--- config.mk ---
export PLATFORM = sky130hd
export DESIGN_NAME = pic_inta_sequencer
export DESIGN_NICKNAME = d
export VERILOG_FILES = /design/src/rtl/pic_pkg.sv /design/src/rtl/pic_sync_edge.sv /design/src/rtl/pic_inta_sequencer.sv
export SDC_FILE = /design/constraint.sdc
export NUM_CORES = 1
export LEC_CHECK = 0
export CAP_MARGIN = 10
export CORE_MARGIN = 2
export CORE_UTILIZATION = 47
export DETAILED_ROUTE_END_ITERATION = 8
export GPL_ROUTABILITY_DRIVEN = 0
export PLACE_DENSITY = 0.81
export SLEW_MARGIN = 20
export SYNTH_ARGS = -nofsm -noshare
export SYNTH_HDL_FRONTEND = slang
export SYNTH_SLANG_ARGS = --single-unit
--- constraint.sdc ---
create_clock -name clk -period 4.3 [get_ports clk]
set_clock_uncertainty 0.2 [all_clocks]
set_input_delay 0.86 -clock clk [delete_from_list [all_inputs] [get_ports clk]]
set_output_delay 0.86 -clock clk [all_outputs]
set_load 0.1 [all_outputs]
--- src/rtl/pic_pkg.sv ---
// Shared definitions for the 8259-style interrupt controller: IR geometry,
// acknowledge-sequencer state encoding and the level-to-one-hot decoder.
`timescale 1ns/1ps
package pic_pkg;

   localparam int IR_COUNT   = 8;
   localparam int LEVEL_W    = 3;
   localparam int VEC_BASE_W = 5;

   // Acknowledge sequencer state encoding
   typedef logic [2:0] pic_state_t;

   localparam pic_state_t ST_IDLE = 3'd0;
   localparam pic_state_t ST_REQ  = 3'd1;
   localparam pic_state_t ST_ACK1 = 3'd2;
   localparam pic_state_t ST_GAP  = 3'd3;
   localparam pic_state_t ST_ACK2 = 3'd4;

   // Decode an IR level into a one-hot IR mask
   function automatic logic [IR_COUNT-1:0] level_onehot(input logic [LEVEL_W-1:0] lvl);
      logic [IR_COUNT-1:0] oh;
      oh      = '0;
      oh[lvl] = 1'b1;
      return oh;
   endfunction

endpackage

--- src/rtl/pic_sync_edge.sv ---
// Synchroniser for an asynchronous active-low CPU strobe followed by a
// fall/rise detector on the synchronised level. The chain and the edge
// history are preset to 1 so no spurious edge is seen when reset releases.
// SYNC_STAGES is meaningful for 2..3.
`timescale 1ns/1ps
module pic_sync_edge #(
   parameter int SYNC_STAGES = 2
) (
   input  logic clk,
   input  logic reset,
   input  logic strobe_n,
   output logic fall,
   output logic rise
);

   logic [SYNC_STAGES-1:0] sync_q;
   logic                   prev_q;
   logic                   strobe_s;

   assign strobe_s = sync_q[SYNC_STAGES-1];

   // Shift the strobe through the synchroniser and keep one cycle of history
   always_ff @(posedge clk or posedge reset) begin
      if (reset) begin
         sync_q <= '1;
         prev_q <= 1'b1;
      end else begin
         sync_q <= {sync_q[SYNC_STAGES-2:0], strobe_n};
         prev_q <= strobe_s;
      end
   end

   assign fall = prev_q & ~strobe_s;
   assign rise = ~prev_q & strobe_s;

endmodule

--- src/rtl/pic_inta_sequencer.sv ---
// 8086-mode INTA sequencer: raises INT for the resolver's winning request,
// walks the two-pulse acknowledge, commands IRR clear / ISR set on the first
// pulse, presents the vector on the second and issues the AEOI ISR clear or
// a spurious indication when the second pulse ends.
`timescale 1ns/1ps
module pic_inta_sequencer
   import pic_pkg::*;
#(
   parameter int SYNC_STAGES    = 2,
   parameter int SPURIOUS_LEVEL = 7
) (
   input  logic                  clk,
   input  logic                  reset,
   input  logic                  int_req,
   input  logic [LEVEL_W-1:0]    int_level,
   input  logic [VEC_BASE_W-1:0] icw2_base,
   input  logic                  aeoi,
   input  logic                  inta_n,
   output logic                  int_out,
   output logic                  freeze,
   output logic [IR_COUNT-1:0]   irr_clr,
   output logic [IR_COUNT-1:0]   isr_set,
   output logic [IR_COUNT-1:0]   isr_clr,
   output logic [7:0]            vec_data,
   output logic                  vec_oe,
   output logic                  spurious
);

   localparam logic [LEVEL_W-1:0] SPUR_LVL = LEVEL_W'(SPURIOUS_LEVEL);

   pic_state_t          state;
   pic_state_t          state_nxt;
   logic [LEVEL_W-1:0]  lvl;
   logic [LEVEL_W-1:0]  lvl_take;
   logic                spur;
   logic                inta_fall;
   logic                inta_rise;
   logic                take_ack;
   logic                end_ack;

   pic_sync_edge #(
      .SYNC_STAGES (SYNC_STAGES)
   ) u_inta_sync (
      .clk      (clk),
      .reset    (reset),
      .strobe_n (inta_n),
      .fall     (inta_fall),
      .rise     (inta_rise)
   );

   // First INTA accepted in REQ; second INTA released in ACK2. Edges in any
   // other state are ignored.
   assign take_ack = (state == ST_REQ)  && inta_fall;
   assign end_ack  = (state == ST_ACK2) && inta_rise;

   // A request that vanished before the first INTA is reported as spurious
   assign lvl_take = int_req ? int_level : SPUR_LVL;

   // Next-state decode for the two-pulse acknowledge handshake
   always_comb begin
      state_nxt = state;
      case (state)
         ST_IDLE: if (int_req)   state_nxt = ST_REQ;
         ST_REQ:  if (inta_fall) state_nxt = ST_ACK1;
         ST_ACK1: if (inta_rise) state_nxt = ST_GAP;
         ST_GAP:  if (inta_fall) state_nxt = ST_ACK2;
         ST_ACK2: if (inta_rise) state_nxt = ST_IDLE;
         default:                state_nxt = ST_IDLE;
      endcase
   end

   // State register
   always_ff @(posedge clk or posedge reset) begin
      if (reset) state <= ST_IDLE;
      else       state <= state_nxt;
   end

   // Latch the acknowledged level at the first INTA and keep the vector
   // current with ICW2 until it goes on the bus; it then holds.
   always_ff @(posedge clk or posedge reset) begin
      if (reset) begin
         lvl      <= '0;
         spur     <= 1'b0;
         vec_data <= '0;
      end else if (take_ack) begin
         lvl      <= lvl_take;
         spur     <= ~int_req;
         vec_data <= {icw2_base, lvl_take};
      end else if ((state == ST_ACK1) || (state == ST_GAP)) begin
         vec_data <= {icw2_base, lvl};
      end
   end

   // Single-cycle command pulses, issued in the cycle after the INTA edge
   always_ff @(posedge clk or posedge reset) begin
      if (reset) begin
         irr_clr  <= '0;
         isr_set  <= '0;
         isr_clr  <= '0;
         spurious <= 1'b0;
      end else begin
         irr_clr  <= (take_ack && int_req)       ? level_onehot(int_level) : '0;
         isr_set  <= (take_ack && int_req)       ? level_onehot(int_level) : '0;
         isr_clr  <= (end_ack && aeoi && !spur)  ? level_onehot(lvl)       : '0;
         spurious <= end_ack && spur;
      end
   end

   // Level outputs decode straight from the state so reset drops them at once
   assign int_out = (state == ST_REQ)  || (state == ST_ACK1);
   assign freeze  = (state == ST_ACK1) || (state == ST_GAP) || (state == ST_ACK2);
   assign vec_oe  = (state == ST_ACK2);

endmodule

==> reports/metrics.cfg <==
[layout]
final_layout_size_suffix_gt1_share_pct = 13.3
antenna_cells = 0
final_cells = 196
synthToLayoutAreaGrowth_pct = 37.0
fin_nets = 177

[die]
dieWidth_um = 58.9
rows = 19
io_pins = 49
die_height_um = 58.9
start_util_pct = 50.5
core_area_sq_um = 2810
die_area_sq_um = 3470

[clock_network]
cts_made_buffers = 5
cts_max_level = 2
cts_resized = 0
ctsHoldBuffers = 0
clk-insertion-delay-late_ns = 0.32
clkTransAtPathRegs_ns = 0.09
post_cts_buffers = 0
cts_root_buf = clkbuf_4
cts_sinks = 35
cts_tree = built
max-clock-path-buffers = 2

[synth]
synth_top_area_share_pct = 56.5
synth_seq_area_share_pct = 62.1
synthCells = 117
synthTopCellsByCount = dfrtp_1 (32), nor2_1 (17), buf_4 (8)
synthTopCellsByArea = dfrtp_1 (57%), dfstp_2 (5.6%), mux2_4 (5.3%)
yosysTopAreaCell = dfrtp_1
synthArstFlopShare_pct = 100
synth.distinct_cells = 32
postSynthAreaPerCell_sq_um = 12.1
synth-main-ff-cell = dfrtp_1
synth_most_common_cell = dfrtp_1
synth_area_sq_um = 1420
ys_ff_latch = 35
synth_nets = 130
ys_warn_count = 0
synth_enable_flop_cells = 0

[timing]
max_slew_margin_pct = 33.0
fmax_mhz = 298
min_period_ns = 3.36
tns_ns = 0
tightest_slew_ns = 1.00
setup_viol = 0
fin_crit_sh_pct = 78.2
finalHoldViolations = 0
drv_slew = 0
rsz0062_at_grt = no

[critical_path]
cp_max_fo = 7
critical_path.max_stage_delay_ns = 1.13
critPathSlowestCell = clkdlybuf4s50_1
arrival_ns = 2.30
r2r_slack_ns = 2.42
cp_cell_sequence = nand2b_1 > nand2_1 > clkdlybuf4s50_1
critPathKind = flop to output port
worstPathRequired_ns = 3.24
crit_buf_inv = 1
path_delay_family = buffers and inverters
end_kind = output port
startpoint_type = flop

[drt]
drc = 4
avgViaCountPerCell = 5.34
ant_nets = 0
wl_met1_mm = 1.12
drt-pass1-iter-count = 6
wl_met2_mm = 1.51
wl_met3_um = 192
wirelength_mm = 2.86
routedWlPerCell_um = 14.6
vias = 1046
top_layer_used = met4
drt_iter0_drc = 29

[power_and_ir_drop]
p_per_area_nw_per_um2 = 747
switchingPower_mw = 0.730
p_seq_share_pct = 31.7
clock_power_share_pct = 13.4
p_comb_share_pct = 54.9
internal_power_mw = 0.721
swShare_pct = 50.3
cellLeakagePower_nw = 0.856
vdd_ir_drop_max_uv = 710

[global_route]
grt_max_degree = 25
antenna_found_initial = 0
grt_pass1_vias = 1062
grt.total_usage_pct = 19.1
grt_overflow = 0
grt_pass1_wl_mm = 4.85

[status]
violations = DRC
status = finished, violations left

[place]
dp_hpwl_mm = 2.23
placedCellCount = 188
port_buffers = 48

[worst_hold_path]
hp-class = flop to flop

[job]
maxCapViolCount = 0

-- worst reg2reg max path, delay by kind of cell (launching register included) --
| kind | cells | cell delay, ns |
|---|---|---|
| multiplexers | 1 | 0.32 |
| flip-flops | 1 | 0.59 |
| AND/OR/NAND/NOR | 2 | 0.67 |
-- path summary, 6_finish.rpt --
kind,from,depth (start not counted),end
max,state[2],3,freeze
min reg2reg,u_inta_sync.sync_q[0],0,u_inta_sync.sync_q[1]
max reg2reg,u_inta_sync.prev_q,3,vec_data[5]
min in group asynchronous,reset,2,isr_clr[4]
min,u_inta_sync.sync_q[0],0,u_inta_sync.sync_q[1]
max in group asynchronous,reset,3,u_inta_sync.sync_q[1]
-- layout by cell type (no fill, tap or decap), types with 3 or more instances in the layout --
master / count
nand2_1: 5
nor2_1: 17
a21oi_1: 5
nor3_1: 4
nor3b_1: 3
dfrtp_1: 32
mux2_4: 5
nand3_1: 3
clkdlybuf4s50_1: 48
clkbuf_4: 5
dfstp_2: 3
nand2b_1: 4
inv_1: 4
-- registers in the layout, summed over array words and instances (netlist names) --
| name | cells |
|---|---|
| isr_clr | 8 |
| isr_set | 8 |
| lvl | 3 |
| spur | 1 |
| spurious | 1 |
| state | 3 |
| u_inta_sync.prev_q | 1 |
| u_inta_sync.sync_q | 2 |
| vec_data | 8 |
-- stage by stage --
step	setup WS (ns)	area [sq um]	utilization, %	hold WS (ns)	power (mW)
finish	0.939	1940	69.2	0.163	1.45
global route	0.827	1940	69.2	0.169	1.52
CTS	0.920	1940	69.2	0.166	1.46
detailed placement	1.29	1870	66.7	0.153	1.26
global placement	1.35	1870	66.7	0.146	1.25
floorplan	1.43	1420	-	0.145	1.08
-- power groups by stage --
stage	registers [mW]	logic [mW]	clock network, mW
final	0.460	0.796	0.195
after global routing	0.473	0.829	0.217
after CTS	0.460	0.798	0.200
after detailed placement	0.464	0.795	0
after global placement	0.462	0.784	0
after floorplan	0.744	0.340	0
-- cell families (layout without fill, tap and decap cells) --
kind of cell / count (synthesis) / in the layout / share of synthesized area [%]
buffers and inverters: 14 / 62 / 6.36
xor gates and xnor gates: 2 / 2 / 1.24
AOI/OAI and AO/OA: 12 / 12 / 5.12
and+or+nand+nor: 49 / 49 / 19.9
DFF: 35 / 35 / 62.1
muxes: 5 / 5 / 5.30
-- final cells by class --
cell class	count	area, sq um
clock buffers	8	68.8
fillers	208	865
inverters	5	18.8
multi-input cells	68	447
flip-flops and latches	35	880
well taps	31	38.8
repair buffers	49	488
-- metal layers --
layer,vias up,track usage (%)
met1,512,22.8
met4,0,7.47
li1,485,-
met3,8,7.25
met2,41,31.3
met5,-,0
Note: power is estimated with default switching activity, not from simulation.
